$ cat config.mk
export PLATFORM = sky130hd
export DESIGN_NAME = pattern_sequencer
export DESIGN_NICKNAME = d
export VERILOG_FILES = /design/src/rtl/pattern_sequencer.sv
export SDC_FILE = /design/constraint.sdc
export NUM_CORES = 1
export LEC_CHECK = 0
export BUFFER_PORTS_ARGS = -buffer_cell sky130_fd_sc_hd__buf_2
export CAP_MARGIN = 20
export CORE_MARGIN = 4
export CORE_UTILIZATION = 60
export CTS_BUF_LIST = sky130_fd_sc_hd__clkbuf_8
export DETAILED_ROUTE_END_ITERATION = 6
export MAX_ROUTING_LAYER = met4
export PLACE_DENSITY = 0.84
export SLEW_MARGIN = 0
export SYNTH_ARGS = -nofsm -noshare
export SYNTH_HDL_FRONTEND = slang
export SYNTH_SLANG_ARGS = --single-unit
$ cat constraint.sdc
create_clock -name clk -period 5 [get_ports clk]
set_input_delay 0.5 -clock clk [delete_from_list [all_inputs] [get_ports clk]]
set_output_delay 0.5 -clock clk [all_outputs]
set_load 0.02 [all_outputs]
$ cat src/rtl/pattern_sequencer.sv
// pattern_sequencer: game-round controller for the pattern/score datapath.
// On start it plays NUM_ROUNDS rounds. Each round is a blank gap of
// GAP_TICKS ticks followed by a pseudo-random target held HOLD_TICKS ticks.
//
// Optional feature macro: PATTERN_SEQ_HIT_ADVANCE_EN
//   defined   : a tick in SHOW with user_input == pattern ends the round early
//   undefined : user_input is ignored, every SHOW lasts HOLD_TICKS ticks
//
// Ports:
//   clk        in   1  system clock
//   rst_n      in   1  asynchronous active-low reset
//   tick       in   1  1-clk timing pulse; all durations count these
//   start      in   1  1-clk pulse, begins a game (IDLE/DONE only)
//   abort      in   1  1-clk pulse, returns to IDLE from any state
//   user_input in   8  player switch vector
//   pattern    out  8  current target, 8'h00 when nothing is shown
//   round      out  5  index of the current/last round
//   busy       out  1  high while in GAP or SHOW
//   done       out  1  high in DONE until the next start/abort

module pattern_sequencer #(
    parameter int          NUM_ROUNDS = 16,
    parameter int          HOLD_TICKS = 20,
    parameter int          GAP_TICKS  = 5,
    parameter logic [7:0]  LFSR_SEED  = 8'hA5
) (
    input  logic       clk,
    input  logic       rst_n,
    input  logic       tick,
    input  logic       start,
    input  logic       abort,
    input  logic [7:0] user_input,
    output logic [7:0] pattern,
    output logic [4:0] round,
    output logic       busy,
    output logic       done
);

    typedef enum logic [1:0] {
        IDLE = 2'd0,
        GAP  = 2'd1,
        SHOW = 2'd2,
        DONE = 2'd3
    } state_t;

    // An all-zero seed would lock the LFSR at zero forever.
    localparam logic [7:0] SEED =
        (LFSR_SEED == 8'h00) ? 8'h01 : LFSR_SEED;

    localparam logic [7:0] GAP_LAST   = 8'(GAP_TICKS - 1);
    localparam logic [7:0] HOLD_LAST  = 8'(HOLD_TICKS - 1);
    localparam logic [4:0] LAST_ROUND = 5'(NUM_ROUNDS - 1);

    state_t     state_q;
    state_t     state_d;
    logic [7:0] pattern_q;
    logic [7:0] pattern_d;
    logic [4:0] round_q;
    logic [4:0] round_d;
    logic [7:0] tick_cnt_q;
    logic [7:0] tick_cnt_d;
    logic [7:0] lfsr_q;
    logic [7:0] lfsr_d;

    logic [7:0] lfsr_next;
    logic       hit;
    logic       gap_end;
    logic       show_end;

    assign lfsr_next = {lfsr_q[6:0],
                        lfsr_q[7] ^ lfsr_q[5] ^ lfsr_q[4] ^ lfsr_q[3]};

`ifdef PATTERN_SEQ_HIT_ADVANCE_EN
    // Compared against the registered target, i.e. what the player sees.
    assign hit = (user_input == pattern_q);
`else
    logic unused_user_input;
    assign unused_user_input = ^user_input;
    assign hit = 1'b0;
`endif

    assign gap_end  = (tick_cnt_q == GAP_LAST);
    assign show_end = (tick_cnt_q == HOLD_LAST) || hit;

    always_comb begin
        state_d    = state_q;
        pattern_d  = pattern_q;
        round_d    = round_q;
        tick_cnt_d = tick_cnt_q;
        lfsr_d     = lfsr_q;

        if (abort) begin
            state_d    = IDLE;
            pattern_d  = 8'h00;
            round_d    = 5'd0;
            tick_cnt_d = 8'd0;
        end else begin
            unique case (state_q)
                IDLE, DONE: begin
                    if (start) begin
                        state_d    = GAP;
                        pattern_d  = 8'h00;
                        round_d    = 5'd0;
                        tick_cnt_d = 8'd0;
                        lfsr_d     = SEED;
                    end
                end
                GAP: begin
                    if (tick) begin
                        if (gap_end) begin
                            state_d    = SHOW;
                            pattern_d  = lfsr_q;
                            lfsr_d     = lfsr_next;
                            tick_cnt_d = 8'd0;
                        end else begin
                            tick_cnt_d = tick_cnt_q + 8'd1;
                        end
                    end
                end
                SHOW: begin
                    if (tick) begin
                        if (show_end) begin
                            pattern_d  = 8'h00;
                            tick_cnt_d = 8'd0;
                            if (round_q == LAST_ROUND) begin
                                state_d = DONE;
                            end else begin
                                state_d = GAP;
                                round_d = round_q + 5'd1;
                            end
                        end else begin
                            tick_cnt_d = tick_cnt_q + 8'd1;
                        end
                    end
                end
                default: begin
                    state_d = IDLE;
                end
            endcase
        end
    end

    always_ff @(posedge clk or negedge rst_n) begin
        if (!rst_n) begin
            state_q    <= IDLE;
            pattern_q  <= 8'h00;
            round_q    <= 5'd0;
            tick_cnt_q <= 8'd0;
            lfsr_q     <= SEED;
        end else begin
            state_q    <= state_d;
            pattern_q  <= pattern_d;
            round_q    <= round_d;
            tick_cnt_q <= tick_cnt_d;
            lfsr_q     <= lfsr_d;
        end
    end

    assign pattern = pattern_q;
    assign round   = round_q;
    assign busy    = (state_q == GAP) || (state_q == SHOW);
    assign done    = (state_q == DONE);

endmodule

Word level (Yosys, flattened, before mapping) --
Index checks and enable logic that the tools add are counted.
Operators by class: muxes and demuxes 31, equal/unequal tests 15, reduce and logical (&&, ||, !) cells 9, bitwise operators 4, $add $sub $neg 2
Operators by type and width (number):
- 2-to-1 mux 8 bit | 14
- case mux 8 bit (3 select lines) | 2
- 2-to-1 mux 5 bit | 5
- inequality test 3 bit (second input constant) | 6
- case mux 8 bit (2 select lines) | 1
- AND reduction 5 bit | 3
- 2-to-1 mux 2 bit | 7
- case mux 5 bit (2 select lines) | 1
- adder 8 x 1 -> 8 bit (second input constant) | 1
- == test 8 x 3 -> 1 bit (second input constant) | 1
- == test 8 x 5 -> 1 bit (second input constant) | 1
- inequality test 2 bit (second input constant) | 3
- case mux 2 bit (3 select lines) | 1
- adder 5 x 1 -> 5 bit (second input constant) | 1
- == test 5 x 4 -> 1 bit (second input constant) | 1
- == test 2 bit (second input constant) | 2
- AND reduction 3 bit | 1
- nonzero test 3 bit | 1
- XOR 1 bit | 3
- == test 2 x 1 -> 1 bit (second input constant) | 1
- logical NOT 2 bit | 1
- nonzero test 2 bit | 1
- OR reduction 2 bit | 1
- logical OR 1 bit | 1
- NOT 1 bit | 1
Word-level totals: bits in registers 31, logic and storage cells 66, output and inout port bits 15

Longest topological paths before layout --
Gate-level depths: netlist (run 1).
depth in word-level cells 6, mapped depth 9, mapped depth without buffers 7

Worst setup path before layout (run 1) --
Ideal clock, no wire load.
path type reg2reg, start register tick_cnt_q[3], end register lfsr_q[0], arrival time 2278 ps, slack 2640 ps, required time 4918 ps, setup time 82 ps, stages on the path, launching flop included 6, cells stage by stage dfrtp_1 -> or4_4 -> or3_4 -> mux2_4 -> nor3_4 -> mux2_2
Between the ends: cells in the longest elaborated chain, start to end 3
Ends and longest elaborated chain:
- start, declared | RTL line 60 | logic [7:0] tick_cnt_q;
- start signal, assigned | RTL line 154 | tick_cnt_q <= tick_cnt_d;
- == test 8 x 3 -> 1 bit | RTL line 82 | assign gap_end = (tick_cnt_q == GAP_LAST);
- inequality test 2 bit (no line)
- AND reduction 5 bit (no line)
- end signal, assigned | RTL line 155 | lfsr_q <= lfsr_d;
- end, declared | RTL line 62 | logic [7:0] lfsr_q;
No other way between the ends. A chain may end at the register's enable or synchronous reset.

Final worst setup path (run 1) --
start register tick_cnt_q[3], end register state_q[1]
Between the ends: cells in the longest elaborated chain, start to end 3
Ends and longest elaborated chain:
- == test 8 x 5 -> 1 bit or == test 8 x 3 -> 1 bit (tied branches) | RTL line 83, 82
- inequality test 3 bit (no line)
- AND reduction 5 bit (no line) (*)
- end signal, assigned | RTL line 151 | state_q <= state_d;
- end, declared | RTL line 54 | state_t state_q;
Every way passes the cells marked *; elsewhere a longest branch is shown, timed or not.

==> results.txt, run 1 <==
Worst Path Arrival -> 2.81 ns
Final hold vios -> 0
Reg-to-reg endpoint -> state_q[1]
Rel. slew slack -> 55.09%
Area growth syn-to-layout -> 13.03%
Final GP Congestion -> 0.8490
Die Ht -> 61.22 um
Total Nets Final -> 209
1st-iter DRT viols -> 63
CTS Hold Bufs -> 0
WL/cell -> 15.21 um
Reg-to-reg startpoint -> tick_cnt_q[3]
Maxcap violations -> 0
CTS Sinks -> 31
Post-CTS Setup Bufs -> 0
Worst Path Buf+Inv -> 0
Vias in the first global route -> 1310
First-pass GRT wire length -> 5589 um
TritonCTS clock tree -> yes
Initial Util -> 62.15%
Core ar. -> 2734 sq um
DP Worst Slack -> 2.451 ns
Startpoint types -> flop
Io pins -> 28
Area contributors post-synth -> dfrtp_1 40%, dfstp_2 6.2%, ha_1 5.2%
Critical path's slowest cell -> or4_4
Mean Syn Cell Area -> 10.05 sq um
Hold WC Path Type -> in -> async
Post-layout util -> 70.25%
DRC -> 0
First-pass DRT Iterations -> 4
Num CTS Buffers -> 5
Synth warnings -> 0
Post-Synthesis Cells -> 169
Power Total -> 0.0007609 W
Root buf cell -> clkbuf_8
Crit. Startpoint -> tick_cnt_q[3]
Detailed Place HPWL -> 2370 um
Worst Path Max Fanout -> 18
Fillers -> 220
Clock Latency Late Sink -> 0.29 ns
Port Buffers -> 19
Initial antenna violation count -> 0
Reg2reg path depth -> 5
Worst Clk Skew -> 0.003256 ns
Share of cells above drive strength 1 -> 21.05%
Critical path type -> reg -> reg
Maximum vdd drop -> 0.3241 mV
Crit-path cells -> or4_4 -> or3_4 -> a211o_1 -> or3_1 -> a21oi_1
Die W -> 61.22 um
Syn nets -> 189
Final setup margin -> 2.403 ns
Synth top area share -> 39.76%
Fin crit period -> 2.597 ns
TNS Setup -> 0 ns
Pwr per Cell Area -> 396.2 nW/um^2
Setup crit end -> state_q[1]
Via count -> 1327
Unrepaired setup endpoints after global routing -> false
Area of the mapped netlist -> 1699 sq um
GRT Util Overall -> 21.42%
CP peak stage delay -> 0.59 ns
Post-route ant nets -> 0
Max clock buf depth -> 2
Unique masters post-synth -> 39
Worst reg2reg setup slack -> 2.40 ns
Worst path depth -> 5
Cell taking the most area after synthesis -> dfrtp_1
Main synth FF type -> dfrtp_1
DR vias/cell -> 6.005
FMAX -> 0.3850 GHz
Crit end category -> flop
Run status -> complete, no violations
Final setup violating endpoints -> 0
EDFF count, synth -> 0
H-tree depth -> 2
Gr ovfl total -> 0
WP data required -> 5.21 ns
Slew @ Worst Pin -> 0.6737 ns
Pin count of the biggest net entering global routing -> 32
Pleak -> 0.9032 nW
# diodes -> 0
Asr flop ratio synth -> 100.0%
Row Count -> 19
Crit share post-route -> 51.95%
Post-CTS resize count -> 0
Final wirelength -> 3362 um
Sequential share of the synthesized area -> 45.95%
FF+latch count, synth -> 31
CP top delay family -> simple AND/OR/NAND/NOR gates
Clk pin slew, worst setup/hold paths -> 0.07 ns
DIE AREA -> 3747 sq um
Final Max Slew Viols -> 0
## cell usage after synthesis (5+ instances only)
library cell and count:
o21ai_0 13, inv_1 11, nand3b_1 11, a22o_1 5
dfrtp_1 27, o31ai_1 7, ha_1 7, nand2_1 21
mux2_2 5, a21oi_1 5, clkbuf_1 5
## placed cells by master, fill, tap and decap left out, types with 2 or more instances in the layout
| cell type | instances |
|---|---|
| dfrtp_1 | 27 |
| a21oi_1 | 5 |
| nand2_1 | 21 |
| and3_1 | 3 |
| mux2_2 | 5 |
| or3_1 | 3 |
| nor2b_1 | 4 |
| a211o_1 | 2 |
| buf_2 | 19 |
| clkbuf_8 | 6 |
| a21o_1 | 2 |
| a22o_1 | 5 |
| dfstp_2 | 4 |
| nand3_1 | 4 |
| nor3_1 | 2 |
| nand3b_1 | 11 |
| nand2b_1 | 3 |
| o21ai_0 | 13 |
| nor2_1 | 2 |
| mux2i_1 | 4 |
| ha_1 | 7 |
| o31ai_1 | 7 |
| inv_1 | 11 |
| xor2_1 | 3 |
## how the worst min path moves through the flow
stage                     slack, ns  cells past startpoint             to
after floorplan                0.20                      0      lfsr_q[1]
after global placement         0.49                      2     pattern[7]
after detailed placement       0.49                      2     pattern[1]
after CTS                      0.26                      1       round[1]
after global routing           0.29                      1       round[1]
final                          0.25                      1  tick_cnt_q[1]
## metrics by stage
stage | hold slack [ns] | std cells | cell area (sq um)
final | 0.2463 | 221 | 1921
after global routing | 0.2875 | 221 | 1921
after CTS | 0.2649 | 221 | 1921
after detailed placement | 0.4906 | 213 | 1803
after global placement | 0.4867 | 213 | 1803
after floorplan | 0.2044 | 169 | 1699
## report_power, final
| group | internal, W | switching, W |
|---|---|---|
| sequential | 0.000299 | 0.0000263 |
| clock | 0.000161 | 0.0000950 |
| combinational | 0.0000718 | 0.000108 |
## routing by layer
| layer | vias up | track usage, % | share of wire (%) |
|---|---|---|---|
| met5 | - | - | 0 |
| met4 | 0 | 14.24 | 3.2 |
| met3 | 13 | 6.499 | 4.3 |
| met2 | 33 | 33.38 | 49 |
| met1 | 640 | 23.44 | 44 |
| li1 | 641 | - | - |
## final cells by class
class | count | area, sq um | area share, %
multi-input combinational | 121 | 847.1 | 44.10
sequential | 31 | 780.7 | 40.65
timing repair buffer | 19 | 95.09 | 4.951
clock buffer | 6 | 82.58 | 4.300
tap | 31 | 38.79 | 2.020
clock inverter | 2 | 35.03 | 1.824
inverter | 11 | 41.29 | 2.150
## flip-flops by register name, indices dropped and copies added, names as in the netlist
| name | flops |
|---|---|
| lfsr_q | 8 |
| pattern | 8 |
| tick_cnt_q | 8 |
| round | 5 |
| state_q | 2 |
## cells by family after synthesis
logic type / count (synthesis) / synth area share (%)
XOR/XNOR: 4 / 2.062
AND/OR/NAND/NOR: 60 / 20.55
multiplexers: 10 / 6.553
flip-flops: 31 / 45.95
AO/OA/AOI/OAI: 40 / 15.54
adder cells (fa/ha/maj): 7 / 5.154
buffers and inverters: 17 / 4.197
No activity file was read; power rests on OpenSTA's default activity.
==> run 2, diff against run 1 <==
CORE_UTILIZATION = 58   (was 60)
PLACE_DENSITY = 0.82   (was 0.84)
clock period = 2.4 ns   (was 5 ns; I/O delays follow)
==> run 2 against run 1 <==
The flow now finishes with violations (hold timing, setup timing). Sequential power rose by 110%. Non-clock buffer count rose by 11. Count of clock-buffer cells in the layout shrank 1. First-iteration DRC count up 32%. Routed wire length is 9.4% higher. Clock power grew 54%. Fmax increased by 7.8%. Utilization is 0.96 points higher. Die area up 3.0%. Setup slack got worse by 2.4 ns. Worst hold slack worse by 0.26 ns. Via count grew 5.1%. Critical path type unchanged. Largest power group unchanged.
==> results.txt, run 2 (synthesis results as in run 1) <==
Port Buffers -> 19
Power share of the sequential group -> 45.5%
GRT Util Overall -> 20.78%
Area growth syn-to-layout -> 16.57%
Hold WC Path Type -> in -> async
Rel. slew slack -> 55.26%
Clock Latency Late Sink -> 0.28 ns
Via count -> 1395
Pin count of the biggest net entering global routing -> 32
NetSw -> 0.0004898 W
Final Max Slew Viols -> 0
Initial Util -> 61.09%
Final GP Congestion -> 0.8648
Vias in the first global route -> 1385
H-tree depth -> 2
Maxcap violations -> 0
Failing checks -> hold timing, setup timing
Power Total -> 0.001496 W
First-pass GRT wire length -> 6265 um
Crit end category -> flop
Unrepaired setup endpoints after global routing -> true
Initial antenna violation count -> 0
Critical path's slowest cell -> or4_4
Die W -> 62.13 um
DRC -> 0
Row Count -> 19
Critical path type -> reg -> reg
1st-iter DRT viols -> 83
Total Nets Final -> 220
Internal power -> 0.001006 W
Die Ht -> 62.13 um
Final hold vios -> 27
Startpoint types -> flop
DIE AREA -> 3860 sq um
Root buf cell -> clkbuf_8
Final setup margin -> -0.008819 ns
Worst Path Arrival -> 2.62 ns
Run status -> finished with violations
Post-route ant nets -> 0
Num CTS Buffers -> 5
Clock power frac -> 26.4%
CTS Hold Bufs -> 0
Crit share post-route -> 100.4%
Slew @ Worst Pin -> 0.6712 ns
Core ar. -> 2781 sq um
Clk pin slew, worst setup/hold paths -> 0.07 ns
Maximum vdd drop -> 0.6388 mV
Final setup violating endpoints -> 2
CP peak stage delay -> 0.55 ns
FMAX -> 0.4151 GHz
Io pins -> 28
Fin crit period -> 2.409 ns
Worst Path Buf+Inv -> 1
CP top delay family -> simple AND/OR/NAND/NOR gates
Final wirelength -> 3678 um
Pwr per Cell Area -> 755.4 nW/um^2
Commonest cells after routing, fill and taps aside -> 27 x dfrtp_1, 21 x nand2_1, 19 x buf_2
TritonCTS clock tree -> yes
Detailed Place HPWL -> 2563 um
Gr ovfl total -> 0
First-pass DRT Iterations -> 4
DR vias/cell -> 6.013
WL/cell -> 15.85 um
Combinational Power Share -> 28.1%
Max clock buf depth -> 2
CTS Sinks -> 31
Share of cells above drive strength 1 -> 25.37%
Worst Clk Skew -> 0.005094 ns
WP data required -> 2.61 ns
Most common cell after layout, fill and taps aside -> dfrtp_1
Pleak -> 0.9570 nW
# diodes -> 0
Worst Path Max Fanout -> 4
Sw Ratio -> 32.73%
Fillers -> 223
Post-layout util -> 71.21%
WHS -> -0.01337 ns
Crit-path cells -> or4_4 -> or3_4 -> mux2_4 -> nor3_4 -> buf_6 -> mux2_2
run 2: final cells by class:
type / instances / area, sq um / area share (%)
Multi-Input combinational cell: 121 / 854.6 / 43.15
Inverter: 11 / 41.29 / 2.085
Clock buffer: 5 / 68.82 / 3.474
Timing Repair Buffer: 30 / 181.4 / 9.160
Sequential cell: 31 / 780.7 / 39.42
Clock inverter: 3 / 15.01 / 0.7581
Tap cell: 31 / 38.79 / 1.958
run 2: worst paths after layout:
kind / startpoint / to / slack (ns) / cells after the start
setup reg to reg: tick_cnt_q[5] / lfsr_q[0] / -0.009 / 6
setup / recovery: tick_cnt_q[5] / lfsr_q[0] / -0.009 / 6
hold / removal: rst_n / round[2] / -0.01 / 1
max in group asynchronous: rst_n / lfsr_q[6] / 1.98 / 1
min in group clk: abort / state_q[1] / 0.39 / 2
hold reg to reg: pattern[4] / pattern[4] / 0.51 / 2
run 2: metal layers:
layer,vias to the layer above,share of wire (%),wire length (um),GRT usage [%]
li1,670,-,-,-
met1,693,42,1556,22.57
met2,23,52,1906,33.94
met3,9,3.6,131,6.306
met4,0,2.3,83,10.84
met5,-,0,0,-
run 2: stage by stage:
| stage | cell area (sq um) | setup TNS (ns) | hold slack, ns | cells | setup WS [ns] |
|---|---|---|---|---|---|
| 2_1_floorplan | 1699 | 0 | -0.05559 | 169 | 0.04001 |
| 3_3_place_gp | 1863 | 0 | 0.3021 | 221 | 0.1149 |
| 3_5_place_dp | 1863 | 0 | 0.3170 | 221 | 0.04748 |
| 4_1_cts | 1947 | 0 | 0.005372 | 229 | 0.01181 |
| 5_1_grt | 1981 | -0.2019 | 0.03732 | 232 | -0.06248 |
| 6_report | 1981 | -0.01323 | -0.01337 | 232 | -0.008819 |
run 2: repair_timing:
item,in CTS,in global routing
setup endpoints to repair,0,7
gates resized for setup,0,3
setup buffers,0,3
run 2: worst register-to-register path, stage by stage (launching register included):
cell	delay, ns
dfrtp_1	0.38
or4_4	0.55
or3_4	0.42
mux2_4	0.29
nor3_4	0.22
buf_6	0.15
mux2_2	0.33
run 2: power groups by stage:
| stage | Clock, W | Sequential, W | Combinational (W) |
|---|---|---|---|
| final | 0.000395 | 0.000681 | 0.000420 |
| after global routing | 0.000437 | 0.000690 | 0.000462 |
| after CTS | 0.000405 | 0.000680 | 0.000393 |
| after detailed placement | 0 | 0.000689 | 0.000388 |
| after global placement | 0 | 0.000681 | 0.000371 |
| after floorplan | 0 | 0.000694 | 0.000276 |
==> run 3, diff against run 2 <==
ABC_AREA = 1   (was unset)
==> run 3 against run 2 <==
The run ends with hold timing left. Critical path depth up 3. Sequential share of layout area rose by 1.3 points. Final cell count rose by 13%. Register-to-register slack improved by 0.59 ns. Setup slack improved by 0.59 ns. Largest power group is now combinational cells.
==> results.txt, run 3 <==
Syn nets -> 225
Io pins -> 28
Post-synthesis adder-cell area fraction -> 5.109%
Synth top area share -> 39.42%
Asr flop ratio synth -> 100.0%
Clock Latency Late Sink -> 0.28 ns
Max clock buf depth -> 2
Maxcap violations -> 0
Final wirelength -> 3228 um
Area growth syn-to-layout -> 11.97%
Worst Path Arrival -> 1.98 ns
Most common cell after layout, fill and taps aside -> nand2_1
WL/cell -> 12.37 um
Pin count of the biggest net entering global routing -> 32
Rel. slew slack -> 55.70%
Met2 GRT Util -> 28.50%
Post-Synth Simple-Gate Area -> 25.11%
Failing checks -> hold timing
Worst Path Max Fanout -> 20
Area of the mapped netlist -> 1714 sq um
Final hold vios -> 23
Pleak -> 0.9650 nW
Startpoint types -> flop
Post-layout util -> 69.01%
Unrepaired setup endpoints after global routing -> false
Pwr per Cell Area -> 996.7 nW/um^2
Synth warnings -> 0
Worst Clk Skew -> 0.006683 ns
Row Count -> 19
Synth top cells by count -> 60 x nand2_1, 27 x dfrtp_1, 23 x nor2_1
Post-Synthesis Cells -> 205
Port Buffers -> 19
DRC -> 0
TNS Setup -> 0 ns
Final setup violating endpoints -> 0
H-tree depth -> 2
Num CTS Buffers -> 5
Layout Cells excl Fill -> 261
TritonCTS clock tree -> yes
Placement Cell Area -> 1828 sq um
Xor and xnor area share after synthesis -> 3.066%
Initial Util -> 61.63%
Area contributors post-synth -> dfrtp_1 39%, nand2_1 13%, o21ai_2 9.7%
Final GP Congestion -> 0.8153
Synth Area in Compound Gates -> 14.74%
Clk pin slew, worst setup/hold paths -> 0.06 ns
Post-CTS resize count -> 0
Most frequent cell after synthesis -> nand2_1
Crit share post-route -> 75.60%
Via count -> 1370
Largest family of logic cells by synthesized area -> simple AND/OR/NAND/NOR gates
Met3 usage -> 6.306%
Sequential share of the synthesized area -> 45.55%
FMAX -> 0.5512 GHz
Total Nets Final -> 249
Mean Syn Cell Area -> 8.362 sq um
Met1 Use GR -> 25.49%
Core ar. -> 2781 sq um
Vias in the first global route -> 1307
Crit. Startpoint -> state_q[0]
Maximum vdd drop -> 0.8004 mV
Initial antenna violation count -> 0
Placed cell count -> 253
Critical path type -> reg -> reg
Portion of netlist area occupied by mux cells -> 0%
Final Max Slew Viols -> 0
Final Cell Area -> 1919 sq um
Run status -> finished with violations
First-pass DRT Iterations -> 4
Root buf cell -> clkbuf_8
Fin crit period -> 1.814 ns
GRT Util Overall -> 19.59%
Reg-to-reg startpoint -> state_q[0]
Hold WC Path Type -> in -> async
WHS -> -0.01670 ns
Post-CTS Setup Bufs -> 0
Crit end category -> flop
Gr ovfl total -> 0
First-pass GRT wire length -> 5968 um
Die W -> 62.37 um
DR vias/cell -> 5.249
Die Ht -> 62.37 um
# diodes -> 0
DIE AREA -> 3889 sq um
CTS Hold Bufs -> 0
CTS Sinks -> 31
Main synth FF type -> dfrtp_1
Commonest cells after routing, fill and taps aside -> 60 x nand2_1, 27 x dfrtp_1, 23 x nor2_1
1st-iter DRT viols -> 71
Slew @ Worst Pin -> 0.6646 ns
Post-route ant nets -> 0
FF+latch count, synth -> 31
Share of cells above drive strength 1 -> 25.22%
EDFF count, synth -> 0
WP data required -> 2.57 ns
Detailed Place HPWL -> 2235 um
Cell taking the most area after synthesis -> dfrtp_1
Unique masters post-synth -> 23
GRT busiest layer -> met2
## run 3: critical path, cell delays in order, from the launching register on
cell and delay, ns:
dfrtp_1 0.39, inv_1 0.06, ha_1 0.33, nand2_1 0.12, nand3_1 0.10, nand2_2 0.21, nand3_1 0.11, buf_4 0.22
nand2_1 0.09, o21ai_2 0.05
## run 3: cell type report
cell class / count / area, sq um
Multi-Input combinational cell: 151 / 823.3
Sequential cell: 31 / 780.7
Clock inverter: 2 / 8.758
Clock buffer: 6 / 82.58
Fill cell: 246 / 862.1
Inverter: 18 / 67.56
Timing Repair Buffer: 22 / 117.6
Tap cell: 31 / 38.79
## run 3: path summary, 6_finish.rpt
| path | slack [ns] | depth (start not counted) | to |
|---|---|---|---|
| max | 0.59 | 9 | pattern[5] |
| min reg2reg | 0.48 | 2 | pattern[3] |
| min | -0.02 | 1 | round[3] |
| min in group clk | 0.34 | 4 | pattern[1] |
| max in group asynchronous | 1.98 | 1 | tick_cnt_q[5] |
| max reg2reg | 0.59 | 9 | pattern[5] |
## run 3: kinds of logic (layout without fill, tap and decap cells)
logic type	Yosys count	in the layout
buffers and inverters	23	48
flip-flops	31	31
AND/OR/NAND/NOR	105	105
AO/OA/AOI/OAI	33	33
adder cells (fa/ha/maj)	7	7
XOR/XNOR	6	6
## run 3: per-stage QoR
step           total power [W]  setup slack, ns
2_1_floorplan         0.001349           0.7723
3_3_place_gp          0.001486           0.5834
3_5_place_dp          0.001501           0.5909
4_1_cts               0.001924           0.5787
5_1_grt               0.002076           0.4138
6_report              0.001913           0.5857
## run 3: layer usage
layer  vias up  share of wire (%)
met5         -                  0
met4         0                1.8
met3         7                5.3
met2        28                 46
met1       629                 46
li1        706                  -
## run 3: report_power, final
group	internal, W	total (W)	switching [W]	leakage (nW)
registers	0.000652	0.000738	0.0000863	0.415
clock network	0.000227	0.000415	0.000188	0.0524
logic	0.000253	0.000760	0.000508	0.498
